### src/rtl/sram_pkg.sv
// Shared types and constants for the iceFUN external SRAM/PSRAM controller.
package sram_pkg;

  localparam int unsigned SRAM_ADDR_W = 22;
  localparam int unsigned SRAM_DATA_W = 16;
  localparam int unsigned SRAM_BE_W   = 2;
  localparam int unsigned TIMER_W     = 4;

  typedef enum logic [2:0] {
    ST_IDLE    = 3'd0,
    ST_SETUP   = 3'd1,
    ST_ACCESS  = 3'd2,
    ST_HOLD    = 3'd3,
    ST_RECOVER = 3'd4
  } sram_state_e;

  // Pin values while the chip is deselected
  localparam logic PIN_CE_N_IDLE = 1'b1;
  localparam logic PIN_CE2_RST   = 1'b0;
  localparam logic PIN_WE_N_IDLE = 1'b1;
  localparam logic PIN_OE_N_IDLE = 1'b1;
  localparam logic PIN_BE_N_IDLE = 1'b1;

  // Latched request payload
  typedef struct packed {
    logic                   we;
    logic [SRAM_ADDR_W-1:0] addr;
    logic [SRAM_DATA_W-1:0] wdata;
    logic [SRAM_BE_W-1:0]   be;
  } sram_req_t;

  // Zero the byte lanes whose enable is low
  function automatic logic [SRAM_DATA_W-1:0] lane_mask(
    input logic [SRAM_DATA_W-1:0] data,
    input logic [SRAM_BE_W-1:0]   be
  );
    lane_mask = {(be[1] ? data[15:8] : 8'h00), (be[0] ? data[7:0] : 8'h00)};
  endfunction

endpackage

### src/rtl/sram_ctrl_timer.sv
// Loadable 4-bit down-counter; done is high during the last counted cycle.
module sram_ctrl_timer
  import sram_pkg::*;
(
  input  logic               clk,
  input  logic               rst,
  input  logic               load,
  input  logic [TIMER_W-1:0] load_val,
  input  logic               en,
  output logic               done
);

  logic [TIMER_W-1:0] cnt;

  // A load of 0 or 1 is already on its final cycle
  always_ff @(posedge clk) begin
    if (rst) begin
      cnt  <= '0;
      done <= 1'b0;
    end else if (load) begin
      cnt  <= load_val;
      done <= (load_val <= TIMER_W'(1));
    end else if (en && !done) begin
      cnt  <= cnt - TIMER_W'(1);
      done <= (cnt == TIMER_W'(2));
    end
  end

endmodule

### src/rtl/sram_ctrl.sv
// Valid/ready to asynchronous 16-bit SRAM/PSRAM pin sequencer.
// Optional: SRAM_CTRL_CE2_PD_EN drops ce2 outside the access window (power-down).
module sram_ctrl
  import sram_pkg::*;
#(
  parameter int unsigned ADDR_W  = SRAM_ADDR_W,
  parameter int unsigned DATA_W  = SRAM_DATA_W,
  parameter int unsigned RD_WAIT = 2,
  parameter int unsigned WR_WAIT = 2
) (
  input  logic              clk,
  input  logic              rst,
  input  logic              req_valid,
  output logic              req_ready,
  input  logic              req_we,
  input  logic [ADDR_W-1:0] req_addr,
  input  logic [DATA_W-1:0] req_wdata,
  input  logic [1:0]        req_be,
  output logic              rsp_valid,
  output logic [DATA_W-1:0] rsp_rdata,
  output logic              sram_ce_n,
  output logic              sram_ce2,
  output logic              sram_we_n,
  output logic              sram_oe_n,
  output logic              sram_lb_n,
  output logic              sram_ub_n,
  output logic [ADDR_W-1:0] sram_addr,
  output logic [DATA_W-1:0] sram_dq_o,
  output logic              sram_dq_oe,
  input  logic [DATA_W-1:0] sram_dq_i
);

`ifdef SRAM_CTRL_CE2_PD_EN
  localparam logic CE2_IDLE = 1'b0;
`else
  localparam logic CE2_IDLE = 1'b1;
`endif

  sram_state_e       state;
  sram_req_t         req_q;
  logic              timer_done;
  logic              timer_load;
  logic              timer_en;
  logic [TIMER_W-1:0] timer_val;

  assign timer_load = (state == ST_SETUP);
  assign timer_en   = (state == ST_ACCESS);
  assign timer_val  = req_q.we ? TIMER_W'(WR_WAIT) : TIMER_W'(RD_WAIT);

  sram_ctrl_timer u_timer (
    .clk      (clk),
    .rst      (rst),
    .load     (timer_load),
    .load_val (timer_val),
    .en       (timer_en),
    .done     (timer_done)
  );

  // Pins are assigned for the state being entered, so they change only on clk
  always_ff @(posedge clk) begin
    if (rst) begin
      state      <= ST_IDLE;
      req_q      <= '0;
      req_ready  <= 1'b0;
      rsp_valid  <= 1'b0;
      rsp_rdata  <= '0;
      sram_ce_n  <= PIN_CE_N_IDLE;
      sram_ce2   <= PIN_CE2_RST;
      sram_we_n  <= PIN_WE_N_IDLE;
      sram_oe_n  <= PIN_OE_N_IDLE;
      sram_lb_n  <= PIN_BE_N_IDLE;
      sram_ub_n  <= PIN_BE_N_IDLE;
      sram_addr  <= '0;
      sram_dq_o  <= '0;
      sram_dq_oe <= 1'b0;
    end else begin
      rsp_valid <= 1'b0;
      case (state)
        ST_IDLE: begin
          sram_ce2 <= CE2_IDLE;
          if (req_valid && req_ready) begin
            state      <= ST_SETUP;
            req_ready  <= 1'b0;
            req_q.we   <= req_we;
            req_q.addr <= SRAM_ADDR_W'(req_addr);
            req_q.wdata <= SRAM_DATA_W'(req_wdata);
            req_q.be   <= req_be;
            sram_ce_n  <= 1'b0;
            sram_ce2   <= 1'b1;
            sram_we_n  <= 1'b1;
            sram_oe_n  <= 1'b1;
            sram_lb_n  <= ~req_be[0];
            sram_ub_n  <= ~req_be[1];
            sram_addr  <= req_addr;
            sram_dq_o  <= req_we ? req_wdata : '0;
            sram_dq_oe <= req_we;
          end else begin
            req_ready <= 1'b1;
          end
        end

        ST_SETUP: begin
          state <= ST_ACCESS;
          if (req_q.we) sram_we_n <= 1'b0;
          else          sram_oe_n <= 1'b0;
        end

        ST_ACCESS: begin
          if (timer_done) begin
            if (req_q.we) begin
              state     <= ST_HOLD;
              sram_we_n <= 1'b1;
            end else begin
              state     <= ST_RECOVER;
              rsp_valid <= 1'b1;
              rsp_rdata <= DATA_W'(lane_mask(SRAM_DATA_W'(sram_dq_i), req_q.be));
              sram_oe_n <= 1'b1;
              sram_ce_n <= 1'b1;
              sram_ce2  <= CE2_IDLE;
              sram_lb_n <= 1'b1;
              sram_ub_n <= 1'b1;
            end
          end
        end

        // Data stays driven one cycle past the we_n rising edge
        ST_HOLD: begin
          state      <= ST_RECOVER;
          sram_ce_n  <= 1'b1;
          sram_ce2   <= CE2_IDLE;
          sram_dq_oe <= 1'b0;
          sram_lb_n  <= 1'b1;
          sram_ub_n  <= 1'b1;
        end

        ST_RECOVER: begin
          state     <= ST_IDLE;
          req_ready <= 1'b1;
        end

        default: begin
          state      <= ST_IDLE;
          req_ready  <= 1'b0;
          sram_ce_n  <= PIN_CE_N_IDLE;
          sram_we_n  <= PIN_WE_N_IDLE;
          sram_oe_n  <= PIN_OE_N_IDLE;
          sram_lb_n  <= PIN_BE_N_IDLE;
          sram_ub_n  <= PIN_BE_N_IDLE;
          sram_dq_oe <= 1'b0;
        end
      endcase
    end
  end

endmodule

### config.mk
export PLATFORM = sky130hd
export DESIGN_NAME = sram_ctrl
export DESIGN_NICKNAME = d
export VERILOG_FILES = /design/src/rtl/sram_pkg.sv /design/src/rtl/sram_ctrl_timer.sv /design/src/rtl/sram_ctrl.sv
export SDC_FILE = /design/constraint.sdc
export NUM_CORES = 1
export LEC_CHECK = 0
export BUFFER_PORTS_ARGS = -buffer_cell sky130_fd_sc_hd__buf_2
export CAP_MARGIN = 15
export CORE_MARGIN = 2
export CORE_UTILIZATION = 50
export DETAILED_ROUTE_END_ITERATION = 12
export PLACE_DENSITY = 0.83
export REMOVE_ABC_BUFFERS = 1
export SLEW_MARGIN = 10
export SYNTH_ARGS = -nofsm -noshare
export SYNTH_HDL_FRONTEND = slang
export SYNTH_SLANG_ARGS = --single-unit
### constraint.sdc
create_clock -name clk -period 3.4 [get_ports clk]
set_clock_uncertainty 0.05 [all_clocks]
set_input_delay 0.51 -clock clk [delete_from_list [all_inputs] [get_ports clk]]
set_output_delay 0.51 -clock clk [all_outputs]
set_load 0.005 [all_outputs]
==> results.ini, run 1 <==
[critical_path]
worstPathRequired_ns = 3.62
slowest_delay_ns = 0.68
r2r_slack_ns = 1.19
worst_r2r_path_depth = 5
start_kind = flip-flop
crit_slowest_cell = dfxtp_1
worstPathArrival_ns = 2.43
crit_family = simple AND/OR/NAND/NOR gates
critPathCaptureType = flip-flop
path_cells = nand3b_4 -> or3_1 -> buf_4 -> o211ai_1 -> a21oi_1
path_max_fanout = 29
path_class = flip-flop to flip-flop
critPathBufInv = 1
r2r-start = state[2]$_SDFFE_PP0P_
r2r-end = sram_dq_oe$_SDFFE_PP0P_

[min_path]
min_path_cells = 2
min_from = sram_dq_i[13]
worstHoldPathType = input port to flip-flop
hold_end = rsp_rdata[13]$_SDFFE_PP0P_

[global_routing]
antenna_found_initial = 0
gr-total-overflow = 0
grt_max_degree = 48
grt_usage_pct = 21.17
grt_pass1_wl_mm = 10.47
grt_pass1_vias = 2418

[timing]
rsz0062_at_grt = false
setup_tns_ns = 0
finalCritPeriodShare_pct = 64.91
drv_slew = 0
hold_violations = 0
max_slew_margin_pct = 49.39
fin_ws_ns = 1.193
finalCriticalPeriod_ns = 2.207
finalSetupViolCount = 0
worst_slew_pin_slew_ns = 0.7567
max_freq_ghz = 0.4531

[floorplan]
start_util_pct = 51.69
die_h_um = 79.45
fp-row-count = 27
dieArea_sq_um = 6312
pin_count = 123
fp.dieW_um = 79.45
core-area_sq_um = 5507

[yosys]
ys_ff_latch = 74
postSynthAreaPerCell_sq_um = 9.008
yosys_most_used_dff = dfxtp_1
async_reset_ff_share_pct = 0
yosysWarnings = 0
synthesis.area_sq_um = 2846
ys_types = 44
ys_seq_area_share_pct = 52.04
synthCells = 316
synth_edf_count = 0

[power_and_ir_drop]
seqPwrFrac_pct = 45.3
p_leak_uw = 0.001616
pwr_density_cell_nw_per_um2 = 687.4
p_comb_share_pct = 24.5
p_sw_share_pct = 32.32
p_int_uw = 1692
p_switching_uw = 807.9
max-vdd-ir-drop_v = 0.0003451
p_clk_share_pct = 30.2

[final_layout]
layout.nets = 489
area_growth_pct = 27.78
final_cell_mix = buf_2 (122), dfxtp_1 (74), nand2_1 (70)
diodes = 0
layout_commonest_cell = buf_2
final_cell_area_sq_um = 3637
final_util_pct = 66.05
finalNonFillerCells = 504
drive_gt1_share_pct = 34.49

[place]
post_dp_cell_area_sq_um = 3412
port_buffers = 122
dpl_worst_slack_ns = 1.245
hpwl_mm = 4.642
gp_congestion = 0.8230
placed_cells = 488

[route]
drt_pass1_iterations = 4
drt_iter0_markers = 112
avgRoutedWirePerCell_um = 13.10
antenna_left = 0
wl_mm = 6.604
viasPerCell = 5.075
vias = 2558
route.detailed.drc = 0

[clocking]
cts_tree = built
ctsHoldBuffers = 0
cts_max_level = 3
clk_latency_ns = 0.34
clk_pin_slew_ns = 0.08
cts_resized = 0
cts_root_buf = clkbuf_8
cts_buffers = 9
cts.sink_count = 74
post_cts.repair.setup_buffers = 0
clock_path_buffers = 2

[job]
max_cap_violations = 0

[run_status]
status = finished clean

## Yosys cell counts (3+ instances only)
| cell | number | area share, % |
|---|---|---|
| a21o_1 | 5 | 1.3 |
| a21oi_1 | 47 | 8.3 |
| a22o_1 | 16 | 4.9 |
| buf_2 | 8 | 1.4 |
| buf_4 | 4 | 1.1 |
| buf_6 | 5 | 2.0 |
| clkbuf_1 | 7 | 0.92 |
| dfxtp_1 | 74 | 52 |
| inv_1 | 4 | 0.53 |
| nand2_1 | 70 | 9.2 |
| nand3_1 | 17 | 3.0 |
| nor2_1 | 12 | 1.6 |
| nor3_1 | 3 | 0.53 |
| o21ai_0 | 6 | 1.1 |
## sequential cells by signal, summed over array words and instances (netlist names), 3 cells and up
name,count
req_q,3
sram_addr,22
rsp_rdata,16
state,3
u_timer.cnt,4
sram_dq_o,16
## kinds of logic (layout without fill, tap and decap cells)
logic type,Yosys count,after routing,synth area share (%)
buffers and inverters,29,145,6.066
flip-flops,74,74,52.04
adder cells (fa/ha/maj),2,2,0.8790
AND/OR/NAND/NOR,119,119,20.35
multiplexers,2,2,0.7033
AO/OA/AOI/OAI,87,87,19.03
XOR/XNOR,3,3,0.9232
## through the flow
step                      hold slack [ns]  power (uW)
final                              0.3194        2500
after floorplan                    0.3757        1509
after CTS                          0.3032        2519
after global routing               0.3085        2653
after detailed placement           0.3953        1764
after global placement             0.3849        1741
## area by class of cell
cell class | count | area [sq um]
fillers | 469 | 1869
flip-flops and latches | 74 | 1481
multi-input cells | 213 | 1192
repair buffers | 125 | 633.1
clock buffers | 10 | 137.6
well taps | 72 | 90.09
clock inverters | 6 | 87.58
inverters | 4 | 15.01
## power groups by stage
stage	Combinational [uW]	Clock [uW]	Sequential [uW]
final	612	756	1130
after global placement	600	0	1140
after floorplan	377	0	1130
after CTS	618	771	1130
after detailed placement	615	0	1150
after global routing	696	802	1160
## worst max-delay path by stage
stage | start | end | slack, ns | depth (start not counted)
6_report | state[2]$_SDFFE_PP0P_ | sram_dq_oe$_SDFFE_PP0P_ | 1.19 | 5
3_3_place_gp | state[2]$_SDFFE_PP0P_ | sram_dq_oe$_SDFFE_PP0P_ | 1.33 | 5
5_1_grt | state[2]$_SDFFE_PP0P_ | sram_dq_oe$_SDFFE_PP0P_ | 1.01 | 5
4_1_cts | state[2]$_SDFFE_PP0P_ | sram_dq_oe$_SDFFE_PP0P_ | 1.22 | 5
3_5_place_dp | state[2]$_SDFFE_PP0P_ | sram_dq_oe$_SDFFE_PP0P_ | 1.24 | 5
2_1_floorplan | state[2]$_SDFFE_PP0P_ | sram_dq_oe$_SDFFE_PP0P_ | 1.43 | 4
## layer usage
| metal | up-vias | wire [um] | GRT usage, % |
|---|---|---|---|
| met2 | 100 | 2908 | 32.77 |
| met1 | 1147 | 2857 | 24.33 |
| met4 | 0 | 144 | 11.72 |
| met5 | - | 0 | 0 |
| met3 | 12 | 694 | 9.389 |
| li1 | 1299 | - | - |
(Power assumes the default switching activity.)
==> run 2, diff against run 1 <==
--- a/config.mk
+++ b/config.mk
@@ -5,12 +5,13 @@
 export SDC_FILE = /design/constraint.sdc
 export NUM_CORES = 1
 export LEC_CHECK = 0
+export ABC_AREA = 1
 export BUFFER_PORTS_ARGS = -buffer_cell sky130_fd_sc_hd__buf_2
 export CAP_MARGIN = 15
 export CORE_MARGIN = 2
-export CORE_UTILIZATION = 50
+export CORE_UTILIZATION = 43
 export DETAILED_ROUTE_END_ITERATION = 12
-export PLACE_DENSITY = 0.83
+export PLACE_DENSITY = 0.76
 export REMOVE_ABC_BUFFERS = 1
 export SLEW_MARGIN = 10
 export SYNTH_ARGS = -nofsm -noshare
==> constraint.sdc (replaced) <==
create_clock -name clk -period 1.9 [get_ports clk]
set_clock_uncertainty 0.05 [all_clocks]
set_input_delay 0.285 -clock clk [delete_from_list [all_inputs] [get_ports clk]]
set_output_delay 0.285 -clock clk [all_outputs]
set_load 0.005 [all_outputs]
==> run 2 against run 1 <==
Compared with the run above:
- maximum frequency grew 44%
- critical path type unchanged
- global-route usage shrank 2.6 points
- sequential share of layout area shrank 1.5 points
- largest power group unchanged
- highest routed layer unchanged
- register-to-register slack lost 0.82 ns
==> results.ini, run 2 <==
[timing]
setup_tns_ns = 0  ; unchanged
max_slew_margin_pct = 73.70  ; +24 points
hold_ws_ns = 0.1211  ; -0.1982 ns
worst_slew_pin_slew_ns = 0.3930  ; -0.3637 ns
finalCritPeriodShare_pct = 80.57  ; +16 points
hold_violations = 0  ; unchanged
drv_slew = 0  ; unchanged
finalCriticalPeriod_ns = 1.531  ; -0.6761 ns
finalSetupViolCount = 0  ; unchanged
fin_ws_ns = 0.3692  ; -0.8239 ns
max_freq_ghz = 0.6533  ; +44%
rsz0062_at_grt = false

[power_and_ir_drop]
pwr_density_cell_nw_per_um2 = 1082  ; +57%
finalPower_uw = 4086  ; +63%
p_leak_uw = 0.001815  ; +12%
max-vdd-ir-drop_v = 0.0005787  ; +68%

[critical_path]
cpMostUsedCell = inv_2
path_cells = inv_2 -> nand2_4 -> nor2_4 -> inv_2 -> buf_12 -> nand2_1 -> a21oi_2
crit_family = buffers and inverters
slowest_delay_ns = 0.45  ; -0.23 ns
critPathBufInv = 3  ; +2
worstPathArrival_ns = 1.75  ; -0.68 ns
path_class = flip-flop to flip-flop
critPathCaptureType = flip-flop
crit_slowest_cell = dfxtp_1
worstPathRequired_ns = 2.12  ; -1.50 ns
path_max_fanout = 29  ; unchanged
start_kind = flip-flop

[route]
wl_mm = 6.959  ; +5.4%
antenna_left = 0  ; unchanged
vias = 2777  ; +8.6%
avgRoutedWirePerCell_um = 12.32  ; -6.0%
viasPerCell = 4.915  ; -3.2%
route.detailed.drc = 0  ; unchanged
drt_iter0_markers = 85  ; -24%
drt_pass1_iterations = 4  ; unchanged

[yosys]
yosys-top-cells-area = dfxtp_1 (51%), nand2_1 (8.4%), nor2_1 (7.5%)
synth_common_cells = dfxtp_1 (74), nand2_1 (65), nor2_1 (58)
synth.largest_area_cell = dfxtp_1
postSynthAreaPerCell_sq_um = 7.982  ; -11%
yosys.area.top_type_share_pct = 50.99  ; -1.1 points
ys_types = 27  ; -39%
synthCells = 364  ; +15%
ys_seq_area_share_pct = 50.99  ; -1.1 points
synthesis.area_sq_um = 2905  ; +2.1%
synth.most_common_cell = dfxtp_1
async_reset_ff_share_pct = 0  ; unchanged
yosys_most_used_dff = dfxtp_1
ys_ff_latch = 74  ; unchanged
yosysWarnings = 0  ; unchanged
synth_edf_count = 0  ; unchanged

[final_layout]
area_growth_pct = 29.97
top_register = sram_addr
final_util_pct = 58.47  ; -7.6 points
layout.nets = 546  ; +12%
diodes = 0  ; unchanged
drive_gt1_share_pct = 35.86  ; +1.4 points
final_cell_mix = buf_2 (122), dfxtp_1 (74), nand2_1 (65)
largest_reg_flops = 22  ; unchanged
layout_commonest_cell = buf_2
largestRegisters = sram_addr (22), rsp_rdata (16), sram_dq_o (16)

[floorplan]
pin_count = 123  ; unchanged
start_util_pct = 44.98  ; -6.7 points
die_h_um = 86.20  ; +8.5%
dieArea_sq_um = 7430  ; +18%
core-area_sq_um = 6459  ; +17%
fp-row-count = 29  ; +7.4%
fp.dieW_um = 86.20  ; +8.5%

[place]
port_buffers = 122  ; unchanged
gp_congestion = 0.8109  ; -1.5%
hpwl_mm = 4.920  ; +6.0%
dpl_worst_slack_ns = 0.4000  ; -0.8448 ns

[global_routing]
grt_max_degree = 30  ; -38%
grt_pass1_vias = 2507  ; +3.7%
grt_pass1_wl_mm = 11.00  ; +5.1%
gr-total-overflow = 0  ; unchanged
grt_usage_pct = 18.61  ; -2.6 points
antenna_found_initial = 0  ; unchanged

[clocking]
cts_buffers = 9  ; unchanged
cts_tree = built
ctsHoldBuffers = 0  ; unchanged
clk_latency_ns = 0.33  ; about the same
post_cts.repair.setup_buffers = 0  ; unchanged
clock_path_buffers = 2  ; unchanged
cts_max_level = 3  ; unchanged
clk_pin_slew_ns = 0.08  ; about the same
cts_root_buf = clkbuf_8
cts_resized = 0  ; unchanged
cts.sink_count = 74  ; unchanged

[job]
max_cap_violations = 0  ; unchanged

[run_status]
status = finished clean

[min_path]
worstHoldPathType = input port to flip-flop

-- run 2: path summary, 6_finish.rpt --
path / startpoint / to / slack (ns) / cells past startpoint
worst min register to register: sram_ce2$_SDFFE_PP0P_ / sram_ce2$_SDFFE_PP0P_ / 0.40 / 2
worst max-delay path: state[2]$_SDFFE_PP0P_ / sram_dq_o[10]$_SDFFE_PP0P_ / 0.37 / 7
worst max register to register: state[2]$_SDFFE_PP0P_ / sram_dq_o[10]$_SDFFE_PP0P_ / 0.37 / 7
worst min-delay path: req_addr[19] / sram_addr[19]$_SDFFE_PP0P_ / 0.12 / 3
-- run 2: cells by family (layout without fill, tap and decap cells) --
| family | count (synthesis) | in the layout | share of synthesized area (%) |
|---|---|---|---|
| buffers and inverters | 37 | 161 | 5.986 |
| AOI/OAI and AO/OA | 72 | 72 | 13.57 |
| DFF | 74 | 74 | 50.99 |
| adders and majority gates | 2 | 2 | 0.8612 |
| and+or+nand+nor | 179 | 179 | 28.60 |
-- run 2: metrics by stage --
stage / cell area, sq um / std cells
2_1_floorplan: 2805 / 346
3_3_place_gp: 3562 / 550
3_5_place_dp: 3562 / 550
4_1_cts: 3776 / 565
5_1_grt: 3776 / 565
6_report: 3776 / 565
-- run 2: worst min-delay path: cells and delay by family --
kind,cells,cell delay (ns)
and+or+nand+nor,2,0.11
buffers and inverters,1,0.08
-- run 2: routing by layer --
layer / global-route usage (%) / vias to the layer above / wire (um) / part of all wire [%]
li1: - / 1427 / - / -
met1: 21.81 / 1233 / 3050 / 44
met2: 30.66 / 111 / 3292 / 47
met3: 7.333 / 6 / 524 / 7.5
met4: 7.386 / 0 / 91 / 1.3
met5: 0 / - / 0 / 0
-- run 2: area by class of cell --
class | count | area [sq um]
tap | 77 | 96.34
sequential | 74 | 1481
clock buffer | 9 | 123.9
clock inverter | 6 | 90.09
fill | 590 | 2683
multi-input combinational | 253 | 1250
timing repair buffer | 127 | 660.6
inverter | 19 | 73.82
-- run 2: power by group --
part	leakage (uW)	total [uW]	internal [uW]	switching (uW)
sequential	0.000603	1860	1740	123
combinational	0.00111	931	373	558
clock	0.000106	1300	736	560
total	0.00182	4090	2840	1240
==> run 3, diff against run 2 <==
--- a/config.mk
+++ b/config.mk
@@ -9,9 +9,9 @@
 export BUFFER_PORTS_ARGS = -buffer_cell sky130_fd_sc_hd__buf_2
 export CAP_MARGIN = 15
 export CORE_MARGIN = 2
-export CORE_UTILIZATION = 43
+export CORE_UTILIZATION = 47
 export DETAILED_ROUTE_END_ITERATION = 12
-export PLACE_DENSITY = 0.76
+export PLACE_DENSITY = 0.79
 export REMOVE_ABC_BUFFERS = 1
 export SLEW_MARGIN = 10
 export SYNTH_ARGS = -nofsm -noshare
==> constraint.sdc (replaced) <==
create_clock -name clk -period 1.55 [get_ports clk]
set_clock_uncertainty 0.05 [all_clocks]
set_input_delay 0.2325 -clock clk [delete_from_list [all_inputs] [get_ports clk]]
set_output_delay 0.2325 -clock clk [all_outputs]
set_load 0.005 [all_outputs]
==> run 3 against run 2 <==
Compared with the run above:
- final cell count is 1.1% higher
- critical path depth is 1 higher
- maximum frequency is 3.7% higher
- setup slack worse by 0.30 ns
- clock power is 19% higher
- die area is 8.1% lower
- total power is 23% higher
- critical path type unchanged
- critical endpoint is now sram_dq_o[15]$_SDFFE_PP0P_
- largest cell class unchanged
- largest power group unchanged
- highest routed layer unchanged
==> results.ini, run 3 (synthesis results as in run 2) <==
[run_status]
status = finished clean

[global_routing]
antenna_found_initial = 0  ; unchanged
grt_max_degree = 39  ; +30%
grt_pass1_wl_mm = 10.83  ; -1.6%
gr-total-overflow = 0  ; unchanged
grt_usage_pct = 20.61  ; +2.0 points
grt_pass1_vias = 2583  ; +3.0%

[timing]
finalCriticalPeriod_ns = 1.476  ; -0.05456 ns
setup_tns_ns = 0  ; unchanged
worst_slew_pin_slew_ns = 0.3159  ; -0.07709 ns
max_slew_margin_pct = 78.91  ; +5.2 points
drv_slew = 0  ; unchanged
hold_violations = 0  ; unchanged
finalSetupViolCount = 0  ; unchanged
fin_ws_ns = 0.07375  ; -0.2954 ns
hold_ws_ns = 0.06796  ; -0.05318 ns
max_freq_ghz = 0.6774  ; +3.7%
finalCritPeriodShare_pct = 95.24  ; +15 points

[clocking]
cts.sink_count = 74  ; unchanged
clk_pin_slew_ns = 0.08  ; about the same
clock_path_buffers = 2  ; unchanged
cts_root_buf = clkbuf_8
cts_buffers = 9  ; unchanged
cts_max_level = 3  ; unchanged
clk_latency_ns = 0.34  ; about the same
ctsHoldBuffers = 0  ; unchanged
cts_tree = built

[critical_path]
worst_r2r_path_depth = 8  ; +1
r2r_slack_ns = 0.07  ; -0.30 ns
worstPathArrival_ns = 1.70  ; -0.05 ns
path_class = flip-flop to flip-flop
start_kind = flip-flop
path_max_fanout = 12  ; -59%
critPathCaptureType = flip-flop
worstPathRequired_ns = 1.77  ; -0.35 ns

[floorplan]
core-area_sq_um = 5956  ; -7.8%
fp-row-count = 28  ; -3.4%
start_util_pct = 48.78  ; +3.8 points
pin_count = 123  ; unchanged
dieArea_sq_um = 6826  ; -8.1%
die_h_um = 82.62  ; -4.1%
fp.dieW_um = 82.62  ; -4.1%

[final_layout]
layout.nets = 553  ; +1.3%
drive_gt1_share_pct = 37.10  ; +1.2 points
fillerInstances = 550  ; -6.8%
top_register = sram_addr
multi_input_area_sq_um = 1265  ; +1.2%
layout_commonest_cell = buf_2
area_growth_pct = 33.46
largestRegisters = sram_addr (22), rsp_rdata (16), sram_dq_o (16)
seq_area_sq_um = 1481  ; unchanged
diodes = 0  ; unchanged
largest_reg_flops = 22  ; unchanged
final_cell_mix = buf_2 (122), dfxtp_1 (74), nand2_1 (65)

[route]
antenna_left = 0  ; unchanged
drt_pass1_iterations = 4  ; unchanged
vias = 2832  ; +2.0%
avgRoutedWirePerCell_um = 12.20  ; -0.98%
drt_iter0_markers = 111  ; +31%
viasPerCell = 4.960  ; +0.91%
route.detailed.drc = 0  ; unchanged
wl_mm = 6.964  ; about the same

[power_and_ir_drop]
pwr_density_cell_nw_per_um2 = 1298  ; +20%
max-vdd-ir-drop_v = 0.0007144  ; +23%
p_leak_uw = 0.001884  ; +3.8%

[place]
hpwl_mm = 4.937  ; +0.34%
port_buffers = 122  ; unchanged
dpl_worst_slack_ns = 0.08085  ; -0.3191 ns
gp_congestion = 0.9168  ; +13%

[min_path]
min_path_cells = 3  ; unchanged
worstHoldPathType = input port to flip-flop

[job]
max_cap_violations = 0  ; unchanged

==> run 3: timing repair <==
item | 4_1_cts | 5_1_grt
setup buffers | 0 | 5
hold endpoints to repair | 0 | 0
endpoints found under the setup margin | 0 | 10
resized for setup | 0 | 3
==> run 3: power breakdown <==
group	switching, uW	internal [uW]
Sequential	152	2130
Combinational	697	507
Clock	709	840
Total	1560	3470
==> run 3: worst paths after layout <==
check / from / to
setup / recovery: state[0]$_SDFFE_PP0P_ / sram_dq_o[15]$_SDFFE_PP0P_
hold reg to reg: sram_ce2$_SDFFE_PP0P_ / sram_ce2$_SDFFE_PP0P_
setup reg to reg: state[0]$_SDFFE_PP0P_ / sram_dq_o[15]$_SDFFE_PP0P_
hold / removal: req_addr[8] / sram_addr[8]$_SDFFE_PP0P_
==> run 3: through the flow <==
step	total power, uW	utilization (%)	cell area [sq um]	instances
global route	5346	65.11	3877	571
floorplan	2981	-	2805	346
detailed placement	3496	60.44	3600	550
finish	5032	65.11	3877	571
global placement	3463	60.44	3600	550
CTS	5047	64.01	3812	566
==> run 3: cell type report <==
| type | instances | share of cell area, % |
|---|---|---|
| inverter | 19 | 1.904 |
| clock buffer | 11 | 3.904 |
| timing repair buffer | 134 | 19.36 |
| clock inverter | 5 | 1.581 |
| sequential | 74 | 38.21 |
| multi-input combinational | 253 | 32.62 |
| tap | 75 | 2.420 |
==> run 3: worst max-delay path: stages, from the launching register on <==
cell and delay [ns]:
dfxtp_1 0.39, nor2_4 0.19, nand2_4 0.10, inv_4 0.08, nand2_4 0.06, nor2_8 0.21, buf_4 0.16, nand2_2 0.04
a21oi_2 0.12
==> run 3: layer usage <==
metal / share of wire, % / wire length, um / global-route usage (%)
met1: 44 / 3053 / 24.80
met2: 46 / 3228 / 33.23
met3: 8.7 / 605 / 8.261
met4: 1.1 / 77 / 7.541
met5: 0 / 0 / 0
